[config.mk]
export PLATFORM = sky130hd
export DESIGN_NAME = mem_arbiter
export DESIGN_NICKNAME = d
export VERILOG_FILES = /design/src/rtl/mem_arbiter.sv
export SDC_FILE = /design/constraint.sdc
export NUM_CORES = 1
export LEC_CHECK = 0
export BUFFER_PORTS_ARGS = -buffer_cell sky130_fd_sc_hd__clkbuf_2
export CORE_ASPECT_RATIO = 0.8
export CORE_UTILIZATION = 48
export CTS_BUF_LIST = sky130_fd_sc_hd__clkbuf_8
export CTS_CLUSTER_SIZE = 14
export DETAILED_ROUTE_END_ITERATION = 7
export GPL_TIMING_DRIVEN = 0
export MAX_ROUTING_LAYER = met4
export PLACE_DENSITY = 0.83
export SKIP_CTS_REPAIR_TIMING = 1
export SLEW_MARGIN = 20
export SYNTH_ARGS = -nofsm -noshare
export SYNTH_HDL_FRONTEND = slang
export SYNTH_SLANG_ARGS = --single-unit
[constraint.sdc]
create_clock -name clk -period 5 [get_ports clk]
set_clock_uncertainty 0.1 [all_clocks]
set_input_delay 0.25 -clock clk [delete_from_list [all_inputs] [get_ports clk]]
set_output_delay 0.25 -clock clk [all_outputs]
set_load 0.03 [all_outputs]
[src/rtl/mem_arbiter.sv]
// Arbiter sharing one single-port memory bus between instruction fetch and data access.
// Data access wins in IDLE; per-requester done flags hold completion until the pipeline advances.
module mem_arbiter #(
    parameter int TIMEOUT = 16,
    parameter int CNT_W   = 8
) (
    input  logic        clk,
    input  logic        rst,
    input  logic        stall_i,
    input  logic        rom_ce_i,
    input  logic [31:0] rom_addr_i,
    output logic [31:0] rom_data_o,
    input  logic        ram_ce_i,
    input  logic        ram_we_i,
    input  logic [3:0]  ram_sel_i,
    input  logic [31:0] ram_addr_i,
    input  logic [31:0] ram_data_i,
    output logic [31:0] ram_data_o,
    output logic        stallreq_if_o,
    output logic        stallreq_mem_o,
    output logic        bus_req_o,
    output logic        bus_we_o,
    output logic [3:0]  bus_sel_o,
    output logic [31:0] bus_addr_o,
    output logic [31:0] bus_wdata_o,
    input  logic [31:0] bus_rdata_i,
    input  logic        bus_ack_i,
    output logic        bus_err_o,
    output logic [1:0]  dbg_state
);

    typedef enum logic [1:0] {
        IDLE    = 2'd0,
        IF_ACC  = 2'd1,
        MEM_ACC = 2'd2
    } state_t;

    localparam logic [CNT_W-1:0] CNT_LAST = CNT_W'(TIMEOUT - 1);

    state_t           state;
    state_t           state_n;
    logic             if_done;
    logic             mem_done;
    logic [CNT_W-1:0] cnt;
    logic             we_r;
    logic [3:0]       sel_r;
    logic [31:0]      addr_r;
    logic [31:0]      wdata_r;
    logic             start_if;
    logic             start_mem;
    logic             acc_ack;
    logic             acc_tmo;

    assign stallreq_if_o  = rom_ce_i & ~if_done;
    assign stallreq_mem_o = ram_ce_i & ~mem_done;

    // Bus fields come only from the latched copy, so requester changes mid-access are ignored.
    assign bus_req_o   = (state != IDLE);
    assign bus_we_o    = we_r;
    assign bus_sel_o   = sel_r;
    assign bus_addr_o  = addr_r;
    assign bus_wdata_o = wdata_r;
    assign dbg_state   = state;

    always_comb begin
        state_n   = state;
        start_if  = 1'b0;
        start_mem = 1'b0;
        acc_ack   = 1'b0;
        acc_tmo   = 1'b0;
        case (state)
            IDLE: begin
                if (ram_ce_i && !mem_done) begin
                    state_n   = MEM_ACC;
                    start_mem = 1'b1;
                end else if (rom_ce_i && !if_done) begin
                    state_n  = IF_ACC;
                    start_if = 1'b1;
                end
            end
            IF_ACC, MEM_ACC: begin
                // An ack coinciding with the last timeout cycle counts as a normal completion.
                if (bus_ack_i) begin
                    acc_ack = 1'b1;
                    state_n = IDLE;
                end else if (cnt == CNT_LAST) begin
                    acc_tmo = 1'b1;
                    state_n = IDLE;
                end
            end
            default: state_n = IDLE;
        endcase
    end

    always_ff @(posedge clk or posedge rst) begin
        if (rst) begin
            state <= IDLE;
        end else begin
            state <= state_n;
        end
    end

    always_ff @(posedge clk or posedge rst) begin
        if (rst) begin
            cnt        <= '0;
            we_r       <= 1'b0;
            sel_r      <= 4'h0;
            addr_r     <= 32'h0;
            wdata_r    <= 32'h0;
            if_done    <= 1'b0;
            mem_done   <= 1'b0;
            rom_data_o <= 32'h0;
            ram_data_o <= 32'h0;
            bus_err_o  <= 1'b0;
        end else begin
            bus_err_o <= acc_tmo;

            if (start_mem) begin
                we_r    <= ram_we_i;
                sel_r   <= ram_sel_i;
                addr_r  <= ram_addr_i;
                wdata_r <= ram_data_i;
                cnt     <= '0;
            end else if (start_if) begin
                we_r    <= 1'b0;
                sel_r   <= 4'hF;
                addr_r  <= rom_addr_i;
                wdata_r <= 32'h0;
                cnt     <= '0;
            end else if (state != IDLE && !bus_ack_i) begin
                cnt <= cnt + CNT_W'(1);
            end

            // Setting a done flag takes priority over the pipeline-advance clear.
            if (state == IF_ACC && (acc_ack || acc_tmo)) begin
                if_done    <= 1'b1;
                rom_data_o <= acc_ack ? bus_rdata_i : 32'h0;
            end else if (!stall_i) begin
                if_done <= 1'b0;
            end

            if (state == MEM_ACC && (acc_ack || acc_tmo)) begin
                mem_done <= 1'b1;
                if (!we_r) begin
                    ram_data_o <= acc_ack ? bus_rdata_i : 32'h0;
                end
            end else if (!stall_i) begin
                mem_done <= 1'b0;
            end
        end
    end

endmodule

# [Yosys cells after proc, flatten, opt, wreduce, memory -nomap -nowiden]
# Cells that the tools add are included.
[word_totals] output_inout_bits=139 reg_bits=146 elab_cells=70
[op_classes] n_bitwise=5 eq_ne=7 n_addsub=1 muxes=30 reduce_logical=16
[ops] op="32-bit 2-to-1 mux" count=5
[ops] op="8-bit 2-to-1 mux" count=3
[ops] op="1-bit 2-to-1 mux" count=15
[ops] op="8-bit by 1-bit adder with 8-bit output (second input constant)" count=1
[ops] op="8-bit by 4-bit == test with 1-bit output (second input constant)" count=1
[ops] op="2-bit 2-to-1 mux" count=4
[ops] op="4-bit 2-to-1 mux" count=2
[ops] op="3-bit inequality test (second input constant)" count=2
[ops] op="1-bit logical AND" count=5
[ops] op="2-bit by 1-bit inequality test with 1-bit output (second input constant)" count=2
[ops] op="2-bit case mux with 2 select lines" count=1
[ops] op="2-bit AND reduction" count=2
[ops] op="2-bit nonzero test" count=2
[ops] op="1-bit logical NOT" count=3
[ops] op="1-bit inverter" count=3
[ops] op="3-bit nonzero test" count=1
[ops] op="1-bit AND" count=2
[ops] op="2-bit by 1-bit == test with 1-bit output (second input constant)" count=1
[ops] op="2-bit == test (second input constant)" count=1
[ops] op="2-bit logical NOT" count=1
[ops] op="2-bit OR reduction" count=1
[ops] op="1-bit logical OR" count=1

# [Longest topological paths before layout]
# Gate-level depths: netlist (run 1).
[logic_depth] ltp_word=7 depth_mapped=7 ltp_nobuf=6

# [Worst setup path before layout (run 1)]
# No wires, ideal clock.
[synth_timing] kind="reg-to-reg" from="reg state[1], in the netlist dbg_state[1]" to="reg cnt[5]" t_arrival_ps=1913 required_ps=4761 setup_time_ps=139 path_slack_ps=2848 stages_incl_launch_ff=8 cell_sequence="dfrtp_1 inv_1 ha_1 or2_2 clkbuf_1 or3_1 xor2_1 nor2_1"
[synth_via] elab_chain_len=4
[synth_rtl] element="start, declared" line="40" source="state_t state;"
[synth_rtl] element="start signal, assigned" line="99" source="state <= state_n;"
[synth_rtl] element="2-bit logical NOT" line="71" source="case (state)"
[synth_rtl] element="1-bit 2-to-1 mux" line="71"
[synth_rtl] element="8-bit 2-to-1 mux" line="124" source="end else if (start_if) begin"
[synth_rtl] element="8-bit 2-to-1 mux" line="118" source="if (start_mem) begin"
[synth_rtl] element="end signal, assigned" line="131" source="cnt <= cnt + CNT_W'(1);"
[synth_rtl] element="end, declared" line="44" source="logic [CNT_W-1:0] cnt;"
# Several ways; a longest one is shown, not always the timed one.
# A chain may end at the register's enable or synchronous reset.

# [Worst setup path in the final report (run 1)]
[layout_timing] from="reg state[1], in the netlist dbg_state[1]" to="reg addr_r[30], in the netlist bus_addr_o[30]"
[layout_via] elab_chain_len=3
[layout_rtl] element="2-bit logical NOT *" line="71"
[layout_rtl] element="1-bit 2-to-1 mux" line="71"
[layout_rtl] element="32-bit 2-to-1 mux / 2-bit nonzero test (equally long branches)"
[layout_rtl] element="end signal, assigned" line="121" source="addr_r <= ram_addr_i;"
[layout_rtl] element="end signal, assigned" line="127" source="addr_r <= rom_addr_i;"
[layout_rtl] element="end, declared" line="47" source="logic [31:0] addr_r;"
# Every way passes the cells marked *; elsewhere a longest branch is shown, timed or not.

==> qor.yml, run 1 <==
critical_path_buf_inv_count: 3
arrival_ns: 2.52
multi_input_area_sq_um: 1890
synth_cells: 440
power_density_nw_per_um2: 692
yosysSeqAreaShare: 0.636
dieArea_sq_um: 12400
dp.cells: 866
finalMaxSlewViolations: 0
fmax_mhz: 434
p_total_mw: 5.90
hpwl_microns: 12500
vdd_drop_max_mv: 0.466
critPathKind: "register to register"
place_ws_ns: 2.81
root_buffer: "clkbuf_8"
synthToLayoutAreaGrowth_pct: 48.4
clkSinkCount: 146
wirelength_microns: 19500
fin_nets: 955
holdWs_ns: -0.00948
grt.overflow.total: 0
ys.warnings.count: 0
status: "finished with violations"
min_from: "ram_addr_i[1]"
startpoint: "dbg_state[1]"
cp.required_ns: 5.22
setup_tns_ns: 0
synth_fp_nets: 583
rsz0062_at_grt: "false"
grt_max_degree: 88
setup_ws_ns: 2.70
r2r_cells: 7
ff2ff_setup_slack_ns: 2.70
yosysUniqueCellTypes: 37
fin_crit_sh: 0.461
cts_tree: "yes"
crit_cells: 7
synth_area_sq_um: 5740
start_kind: "register"
worstSetupEndpointType: "register"
p_leak_nw: 4.49
diodes: 0
synth_top_cell_by_area: "dfrtp_1"
antenna_found_initial: 0
violations: "hold timing"
drcViolationCount: 0
syn_area_per_cell_sq_um: 13.1
grt_pass1_vias: 4921
worstMarginPinSlew_ns: 0.725
viasPerCell: 5.62
port_buffers: 277
design_area_sq_um: 8520
crit_end: "bus_addr_o[30]"
critPathMaxStageDelay_ns: 0.57
critPathSlowestCell: "dlygate4sd3_1"
min_path_type: "input pin to register"
ys_seq_elements: 146
ys.flop_type: "dfrtp_1"
clock_latency_ns: 0.44
final_antenna_net_count: 0
synthArstFlopShare: 1.00
htreeDepth: 4
fillCellCount: 746
gp_congestion: 0.868
final_layout_size_suffix_gt1_frac: 0.402
die_h_microns: 99.8
place_area_sq_um: 7350
hold_violations: 3
max_cap_violations: 0
r2r-start: "dbg_state[1]"
num_vias: 5471
dr.pass1.iters: 4
core_sq_um: 11600
clock_path_buffers: 2
clk_pin_slew_worst_paths_ns: 0.09
r2r-end: "bus_addr_o[30]"
detailedRoute.firstIterationViolations: 336
layoutNonFillerInstCount: 973
path_cells: "inv_1, ha_1, and2_1, buf_4, mux2i_1, dlygate4sd3_1, o21ai_0"
wl_per_cell_microns: 20.1
fin_crit_ns: 2.30
synth-edff-count: 0
grt_pass1_wl_microns: 26400
start_util: 0.495
critPathTopFamily: "buffers and inverters"
seq_area_sq_um: 3650
slew_headroom: 0.515
num_rows: 35
cts_made_buffers: 17
io_pins: 278
path_max_fanout: 10
die_w_microns: 124
grtUsageTotal: 0.283
finalSetupViolCount: 0
synthTopCellsByArea: "dfrtp_1 64%, a22o_1 14%, mux2i_1 5.6%"
synth_top_area_frac: 0.636
==> worst min-delay path, stage by stage <==
cell and delay, ns:
clkbuf_2 0.07, mux2i_1 0.05, o21ai_0 0.13
==> sequential cells by signal (all words and copies together) (netlist names), 2 cells and up <==
register	flops
bus_addr_o	32
bus_sel_o	4
bus_wdata_o	32
cnt	8
dbg_state	2
ram_data_o	32
rom_data_o	32
==> cells in the mapped netlist (4+ instances only) <==
cell type,n
nor2_1,10
buf_2,7
o21ai_0,36
o22a_1,4
nand2_1,40
a22o_1,95
clkbuf_1,20
mux2i_1,32
nand3_1,4
buf_6,6
inv_1,4
ha_1,4
dfrtp_1,146
==> placed cells by master, fill, tap and decap left out, types with 7 or more instances in the layout <==
cell           count
dfrtp_1          146
clkbuf_8          20
o21ai_0           36
buf_2              7
clkbuf_1          20
dlygate4sd3_1     75
nor2_1            10
mux2i_1           32
nand2_1           40
clkbuf_2         277
a22o_1            95
==> cell type report <==
type	count	share of cell area
Buffer	34	0.0217
Clock buffer	20	0.0323
Clock inverter	12	0.0170
Inverter	4	0.00264
Multi-Input combinational cell	256	0.222
Sequential cell	146	0.429
Tap cell	148	0.0217
Timing Repair Buffer	353	0.254
==> routing by layer <==
metal  GRT usage  wire (microns)
met2       0.448            9640
met3      0.0842            1740
met4       0.128             905
met5           -               0
met1       0.339            7240
==> power by group <==
part | total, mW | internal [mW] | switching (mW)
registers | 2.05 | 1.70 | 0.356
clock network | 0.977 | 0.493 | 0.484
logic | 2.87 | 0.925 | 1.94
total | 5.90 | 3.12 | 2.78
==> how the worst min path moves through the flow <==
stage	endpoint	slack (ns)	cells after the start
after global routing	bus_addr_o[23]	0.008	3
after detailed placement	bus_wdata_o[8]	0.20	2
after floorplan	if_done	0.27	2
after global placement	bus_sel_o[1]	0.36	2
final	bus_addr_o[1]	-0.009	3
after CTS	bus_wdata_o[8]	-0.29	2
==> stage by stage <==
step	util	hold WS, ns
after floorplan	-	0.267
after global placement	0.630	0.361
after detailed placement	0.633	0.197
after CTS	0.670	-0.286
after global routing	0.734	0.00847
final	0.734	-0.00948
==> logic make-up after synthesis <==
kind of cell / synth area share
buffers and inverters: 0.0348
and+or+nand+nor: 0.0603
adders and majority gates: 0.00871
xor gates and xnor gates: 0.00610
muxes: 0.0558
AOI/OAI and AO/OA: 0.198
DFF: 0.636
Note: power is estimated with default switching activity, not from simulation.
==> run 2, diff against run 1 <==
clock period = 2.3 ns   (was 5 ns; I/O delays follow)
==> run 2 against run 1 <==
Compared with the run above: cell count grew 7.0%; the flow now finishes without violations; die area is the same; flip-flop and latch count is the same.
==> qor.yml, run 2 (synthesized netlist as in run 1, its figures left out) <==
hold_violations: 0
rsz0062_at_grt: "false"
die_h_microns: 99.8
fin_crit_sh: 0.947
finalMaxSlewViolations: 0
clock_path_buffers: 2
wl_per_cell_microns: 20.9
gp_congestion: 0.889
clkSinkCount: 146
layout_common_cells: "282 x clkbuf_2, 146 x dfrtp_1, 136 x dlygate4sd3_1"
final_antenna_net_count: 0
final_common_cell: "clkbuf_2"
fin_crit_ns: 2.18
slew_headroom: 0.515
port_buffers: 277
dp.cells: 869
grtUsageTotal: 0.280
final_layout_size_suffix_gt1_frac: 0.383
swShare: 0.472
seq_area_sq_um: 3650
p_switching_mw: 6.15
dr.pass1.iters: 4
cts_made_buffers: 17
detailedRoute.firstIterationViolations: 357
dieArea_sq_um: 12400
max_cap_violations: 0
critPathSlowestCell: "clkbuf_1"
r2r-start: "dbg_state[1]"
cts_tree: "yes"
final_core_util: 0.793
core_sq_um: 11600
fin_nets: 1019
num_vias: 5887
grt_pass1_vias: 4963
worstSetupEndpointType: "register"
power_density_nw_per_um2: 1420
wirelength_microns: 21800
start_util: 0.495
num_rows: 35
antenna_found_initial: 1
root_buffer: "clkbuf_8"
grt_max_degree: 36
clock_latency_ns: 0.45
path_max_fanout: 10
internal-power_mw: 6.89
io_pins: 278
grt.overflow.total: 0
drcViolationCount: 0
clk_pin_slew_worst_paths_ns: 0.08
path_cells: "inv_1, ha_2, and2_1, buf_4, clkbuf_1, a22o_1"
seq_power_share: 0.344
finalSetupViolCount: 0
ff2ff_setup_slack_ns: 0.12
min_from: "rom_ce_i"
grt_pass1_wl_microns: 26000
viasPerCell: 5.66
fmax_mhz: 459
holdWs_ns: 0.141
fillCellCount: 635
comb_power_share: 0.494
start_kind: "register"
critPathKind: "register to register"
status: "completed"
critPathMaxStageDelay_ns: 0.54
startpoint: "dbg_state[1]"
vdd_drop_max_mv: 1.09
min_path_type: "input pin to register"
worstMarginPinSlew_ns: 0.724
htreeDepth: 4
clock_power_share: 0.163
multi_input_area_sq_um: 1900
arrival_ns: 2.45
cp.required_ns: 2.58
p_leak_nw: 4.79
hpwl_microns: 12700
die_w_microns: 124
synthToLayoutAreaGrowth_pct: 60.2
layoutNonFillerInstCount: 1041
run 2: cell types whose count changed in the layout (fill, tap and decap cells not counted), moves of 2 or more:
cell,delta
buf_12,+3
buf_2,-2
clkbuf_1,-5
clkbuf_2,+5
clkbuf_4,+2
clkbuf_8,-2
clkinv_2,+4
clkinvlp_4,-3
diode_2,+5
dlygate4sd3_1,+61
inv_8,-2
run 2: stage by stage:
stage | total power [mW] | worst slack [ns] | setup TNS, ns | instance area, sq um
after global placement | 10.2 | -0.453 | -65.24 | 7320
final | 13.0 | 0.122 | 0 | 9200
after global routing | 13.6 | 0.0132 | 0 | 9190
after detailed placement | 10.4 | 0.0687 | 0 | 7410
after floorplan | 8.41 | 0.148 | 0 | 5750
after CTS | 12.5 | 0.0347 | 0 | 7810
run 2: worst paths after layout:
path	end	depth (start not counted)
worst max register to register	bus_wdata_o[27]	6
worst min-delay path	dbg_state[0]	5
max in group asynchronous	ram_data_o[28]	5
worst min register to register	bus_addr_o[5]	2
worst max-delay path	bus_wdata_o[27]	6
min in group asynchronous	bus_addr_o[18]	3
run 2: area by class of cell:
cell class / instances / share of cell area
Antenna cell: 5 / 0.00136
Buffer: 34 / 0.0213
Clock buffer: 18 / 0.0269
Clock inverter: 13 / 0.0171
Inverter: 4 / 0.00204
Multi-Input combinational cell: 256 / 0.206
Sequential cell: 146 / 0.397
Tap cell: 148 / 0.0201
Timing Repair Buffer: 417 / 0.308
run 2: critical path: cells and delay by family, from the launching register on:
family,cells,cell delay (ns)
flops,1,0.41
fa+ha+maj,1,0.29
compound gates,1,0.26
buf+inv,3,0.89
simple gates,1,0.17
run 2: per-layer routing:
layer / up-vias / GRT usage / wire length [microns]
li1: 2496 / - / -
met1: 2884 / 0.338 / 8000
met2: 395 / 0.452 / 10900
met4: 0 / 0.105 / 1110
met5: - / - / 0
met3: 112 / 0.0789 / 1770
run 2: power by group through the flow:
stage / sequential (mW) / clock (mW) / combinational [mW]
floorplan: 6.46 / 0 / 1.95
global placement: 4.33 / 0 / 5.85
detailed placement: 4.38 / 0 / 6.00
CTS: 4.36 / 2.11 / 6.02
global route: 4.57 / 2.25 / 6.78
finish: 4.48 / 2.12 / 6.44
